--- src/rtl/register.sv ---
// GPIO register file: 8 word slots, byte-enabled writes, W1C pin-change status, 2-flop pin sync.
// Latency: reads 1 cycle (registered rdata), writes visible on rf_* the cycle after the edge; no backpressure.
module register (
    input  logic        clock,
    input  logic        reset,
    input  logic [4:2]  addr,
    input  logic [3:0]  wben,
    input  logic        r_wn,
    input  logic [31:0] wdata,
    input  logic [15:0] ro_gpio_pinstate,
    output logic [31:0] rdata,
    output logic [15:0] rf_gpio_tristate,
    output logic [15:0] rf_gpio_datareg,
    output logic [15:0] rf_gpio_interrupt_mask
);

    localparam logic [2:0] A_TRISTATE = 3'd0;
    localparam logic [2:0] A_DATAREG  = 3'd1;
    localparam logic [2:0] A_PINSTATE = 3'd2;
    localparam logic [2:0] A_IMASK    = 3'd3;
    localparam logic [2:0] A_ISTATUS  = 3'd4;
    localparam logic [2:0] A_ID       = 3'd5;
    localparam logic [31:0] ID_VALUE  = 32'h4750_494F;

    logic [15:0] tristate_q, tristate_d;
    logic [15:0] datareg_q, datareg_d;
    logic [15:0] imask_q, imask_d;
    logic [15:0] istatus_q, istatus_d;
    logic [31:0] rdata_q, rdata_d;
    logic [15:0] sync1_q, sync1_d;
    logic [15:0] sync2_q, sync2_d;
    logic [15:0] sync3_q, sync3_d;
    logic [2:0]  prime_q, prime_d;

    logic [15:0] byte_mask;
    logic [15:0] wr_val;
    logic [15:0] set_bits;
    logic [15:0] clr_bits;
    logic [31:0] rd_val;
    logic [2:0]  slot;

    always_comb begin
        slot      = addr;
        byte_mask = {{8{wben[1]}}, {8{wben[0]}}};
        wr_val    = wdata[15:0] & byte_mask;

        tristate_d = tristate_q;
        datareg_d  = datareg_q;
        imask_d    = imask_q;
        clr_bits   = 16'h0000;

        if (!r_wn) begin
            case (slot)
                A_TRISTATE: tristate_d = (tristate_q & ~byte_mask) | wr_val;
                A_DATAREG:  datareg_d  = (datareg_q  & ~byte_mask) | wr_val;
                A_IMASK:    imask_d    = (imask_q    & ~byte_mask) | wr_val;
                A_ISTATUS:  clr_bits   = wr_val;
                default:    ;
            endcase
        end

        // The delayed copy is meaningless until three samples exist since reset.
        set_bits  = prime_q[2] ? (sync2_q ^ sync3_q) : 16'h0000;
        istatus_d = (istatus_q & ~clr_bits) | set_bits;

        sync1_d = ro_gpio_pinstate;
        sync2_d = sync1_q;
        sync3_d = sync2_q;
        prime_d = {prime_q[1:0], 1'b1};

        case (slot)
            A_TRISTATE: rd_val = {16'h0000, tristate_q};
            A_DATAREG:  rd_val = {16'h0000, datareg_q};
            A_PINSTATE: rd_val = {16'h0000, sync2_q};
            A_IMASK:    rd_val = {16'h0000, imask_q};
            A_ISTATUS:  rd_val = {16'h0000, istatus_q};
            A_ID:       rd_val = ID_VALUE;
            default:    rd_val = 32'h0000_0000;
        endcase
        rdata_d = r_wn ? rd_val : rdata_q;
    end

    always_ff @(posedge clock or negedge reset) begin
        if (!reset) begin
            tristate_q <= 16'h0000;
            datareg_q  <= 16'h0000;
            imask_q    <= 16'h0000;
            istatus_q  <= 16'h0000;
            rdata_q    <= 32'h0000_0000;
            sync1_q    <= 16'h0000;
            sync2_q    <= 16'h0000;
            sync3_q    <= 16'h0000;
            prime_q    <= 3'b000;
        end else begin
            tristate_q <= tristate_d;
            datareg_q  <= datareg_d;
            imask_q    <= imask_d;
            istatus_q  <= istatus_d;
            rdata_q    <= rdata_d;
            sync1_q    <= sync1_d;
            sync2_q    <= sync2_d;
            sync3_q    <= sync3_d;
            prime_q    <= prime_d;
        end
    end

    assign rdata                  = rdata_q;
    assign rf_gpio_tristate       = tristate_q;
    assign rf_gpio_datareg        = datareg_q;
    assign rf_gpio_interrupt_mask = imask_q;

endmodule

--- config.mk ---
export PLATFORM = sky130hd
export DESIGN_NAME = register
export DESIGN_NICKNAME = d
export VERILOG_FILES = /design/src/rtl/register.sv
export SDC_FILE = /design/constraint.sdc
export NUM_CORES = 1
export LEC_CHECK = 0
export BUFFER_PORTS_ARGS = -buffer_cell sky130_fd_sc_hd__buf_2
export CORE_MARGIN = 5
export CORE_UTILIZATION = 48
export DETAILED_ROUTE_END_ITERATION = 16
export PLACE_DENSITY = 0.76
export SLEW_MARGIN = 20
export SYNTH_ARGS = -nofsm -noshare
export SYNTH_HDL_FRONTEND = slang
export SYNTH_SLANG_ARGS = --single-unit
--- constraint.sdc ---
create_clock -name clock -period 1.1 [get_ports clock]
set_clock_uncertainty 0.05 [all_clocks]
set_input_delay 0.11 -clock clock [delete_from_list [all_inputs] [get_ports clock]]
set_output_delay 0.11 -clock clock [all_outputs]
set_load 0.02 [all_outputs]
==> metrics.md <==
| Metric | Value |
|---|---|
| Status | `finished, violations left` |
| Failing checks | `setup timing` |
| Post-DP HPWL | `between 9000 and 10000 um` |
| Core area | `11300 um2` |
| WP data required | `940 ps` |
| Die Footprint | `around 14000 um2` |
| Cells after DPL | `684` |
| CTS tree | `built` |
| Comb pwr share | `between 20 and 30%` |
| Switch Pwr | `around 4.6 mW` |
| Synth warn | `0` |
| Syn_area_per_cell | `13.6 um2` |
| Vias per std cell | `roughly 5.5` |
| Pins Over Slew Limit | `0` |
| Count leader, synth | `dfrtp_1` |
| Final setup vio count | `78` |
| Min Hold Slack | `206 ps` |
| Worst skew pair latency | `420 ps` |
| Routed WL | `around 16000 um` |
| Die width | `117 um` |
| Top post-synthesis cells by area | `dfrtp_1 (60%), mux2_2 (5.5%), mux2_4 (3.8%), mux2_1 (3.7%), buf_4 (3.0%)` |
| Reg2Reg Depth | `3` |
| Ports | `138` |
| DRT antenna net count | `0` |
| Clk slew on worst S/H paths | `60 ps` |
| LEAKAGE | `3.93 nW` |
| Sequential share of the synthesized area | `around 60%` |
| Post-synth top area share | `approximately 60%` |
| DRC | `0` |
| Sw frac | `28.5%` |
| Cells after synthesis | `406` |
| IO Port Bufs | `109` |
| Clock share of power | `35.0%` |
| Initial antenna violation count | `1` |
| CTS Sinks | `132` |
| Worst Path Max Fanout | `2` |
| Synthesized cell area | `5520 um2` |
| Vias in the first global route | `4751` |
| First-pass GRT wire length | `roughly 26000 um` |
| CP max-delay cell | `dfrtp_2` |
| MaxCap Viol Count | `0` |
| CP endpoint kind | `output pin` |
| Post-Place Worst Slack | `-290 ps` |
| Grt total ovfl | `0` |
| GRT Resource Usage Total | `24.8%` |
| H-tree depth | `4` |
| Final WS setup | `-144 ps` |
| Internal cell power | `11.6 mW` |
| Fin crit share | `113%` |
| Clock buffer depth | `2` |
| Delay-heaviest family, CP | `flip-flops` |
| DR iter-0 viols | `349` |
| CP max stage delay | `420 ps` |
| Nets | `705` |
| Yosys top cell by area | `dfrtp_1` |
| Crit path to | `rf_gpio_tristate[6]` |
| Row count | `39` |
| Worst path depth | `2` |
| Tmin final | `1240 ps` |
| Critical Path, Cell by Cell | `buf_6 > buf_6` |
| Crit path arrival time | `~1100 ps` |
| Crit Path Class | `flop to output pin` |
| Number of buffers and inverters on the critical path | `2` |
| Post-synth cell types | `44` |
| Share of layout cells above drive strength 1 | `between 50% and 60%` |
| Worst setup SP type | `flop` |
| Fin cells | `804` |
| Largest net degree at the start of global routing | `70` |
| Post-synth top cells | `dfrtp_1 (132), mux2_2 (27), buf_4 (22)` |
| Design area | `8550 um2` |
| Peak VDD IR | `0.00168 V` |
| P&R area growth vs syn | `54.9%` |
| GP Congestion | `0.880` |
| Most numerous cell on the critical path | `buf_6` |
| WL/cell | `between 20 and 25 um` |
| Final hold vios | `0` |
| Hold Path Class | `primary input to asynchronous set/reset pin` |
| Die height | `roughly 120 um` |
| Reg-to-reg endpoint | `rdata[0]` |
| Reg power frac | `37.3%` |
| CTS root buffer | `clkbuf_16` |
| Area after DPL | `6610 um2` |
| Vias | `4385` |
| Cell Pwr Density | `1890 nW/um2` |
| Fraction of registers with async set/reset | `100%` |
| Starting density of the core | `between 40 and 50%` |
| Setup tns final | `-4680 ps` |
| Total CTS buffers | `17` |
| Pre-antenna DRT Iters | `4` |
| Max Fclk | `804 MHz` |
| Unrepaired setup endpoints after global routing | `yes` |
| Number of flops mapped to enable cells by yosys | `0` |
| Dominant synthesized flop cell | `dfrtp_1` |
| Seq cells post-synth | `132` |
| R2R Setup Slk | `-140 ps` |
==> power by group through the flow <==
stage          logic (mW)  registers (mW)  clock network (mW)
2_1_floorplan        1.05            6.55                   0
3_3_place_gp         2.82            6.02                   0
3_5_place_dp         2.88            6.03                   0
4_1_cts              4.25            6.00                5.72
5_1_grt              4.75            6.09                5.96
6_report             4.49            6.04                5.66
==> how the worst min path moves through the flow <==
stage | endpoint | cells after the start | slack, ps
floorplan | asynchronous set/reset pin | 0 | -240
global placement | sync1_q[5] | 1 | -130
detailed placement | sync1_q[5] | 1 | -130
CTS | rdata[0] | 4 | 180
global route | rdata[0] | 4 | 230
finish | sync3_q[5] | 3 | 210
==> per-layer routing <==
layer / global-route usage, % / routed length [um]
met1: 30.9 / 6420
met2: 41.0 / 8410
met3: 6.53 / 1130
met4: 10.9 / 528
met5: 0 / 0
==> layout by cell type, fill, tap and decap left out, types with 5 or more instances in the layout <==
master           n
a22o_1          16
a22oi_2          6
clkbuf_16       17
dlygate4sd3_1   34
dfrtp_1        120
nor2_1           5
dfrtp_2         12
nand3_2          7
o221ai_1         5
a22oi_1          6
buf_2           38
and3b_1         10
nor3b_1          5
mux2_4          24
a31oi_1         11
o21ai_0          8
mux2_2          19
mux2_1          16
xor2_1          16
nand2_1          9
buf_6           88
o22ai_1          5
buf_4           88
nand3_1         11
buf_12           6
conb_1          11
inv_1            6
==> cell type report <==
cell class / instances / area, um2
fillers: 654 / 2770
repair buffers: 254 / 2300
well taps: 143 / 179
inverters: 6 / 22.5
clock buffers: 21 / 470
diodes: 1 / 2.50
multi-input cells: 236 / 2130
clock inverters: 11 / 126
flip-flops and latches: 132 / 3320
==> metrics by stage <==
| step | utilization (%) | power [mW] |
|---|---|---|
| 2_1_floorplan | - | 7.60 |
| 3_3_place_gp | 58.4 | 8.83 |
| 3_5_place_dp | 58.4 | 8.92 |
| 4_1_cts | 74.0 | 16.0 |
| 5_1_grt | 75.5 | 16.8 |
| 6_report | 75.5 | 16.2 |
==> cell families after synthesis <==
| logic type | share of synthesized area, % |
|---|---|
| buffers and inverters | 5.49 |
| AOI/OAI and AO/OA | 10.2 |
| xor gates and xnor gates | 2.54 |
| other | 0.136 |
| and+or+nand+nor | 8.23 |
| DFF | 59.9 |
| muxes | 13.5 |
==> tightest hold or removal path: cells and delay by family <==
family	cells	cell delay, ps
buf+inv	3	960
==> timing repair <==
action | in CTS | in global routing
setup endpoints to repair | 79 | 83
endpoints found under the hold margin | 204 | 0
resized for setup | 164 | 16
hold buffers | 34 | 0
setup buffers | 41 | 12
pin swaps | 12 | 5
Power figures use the tool's default switching activity.
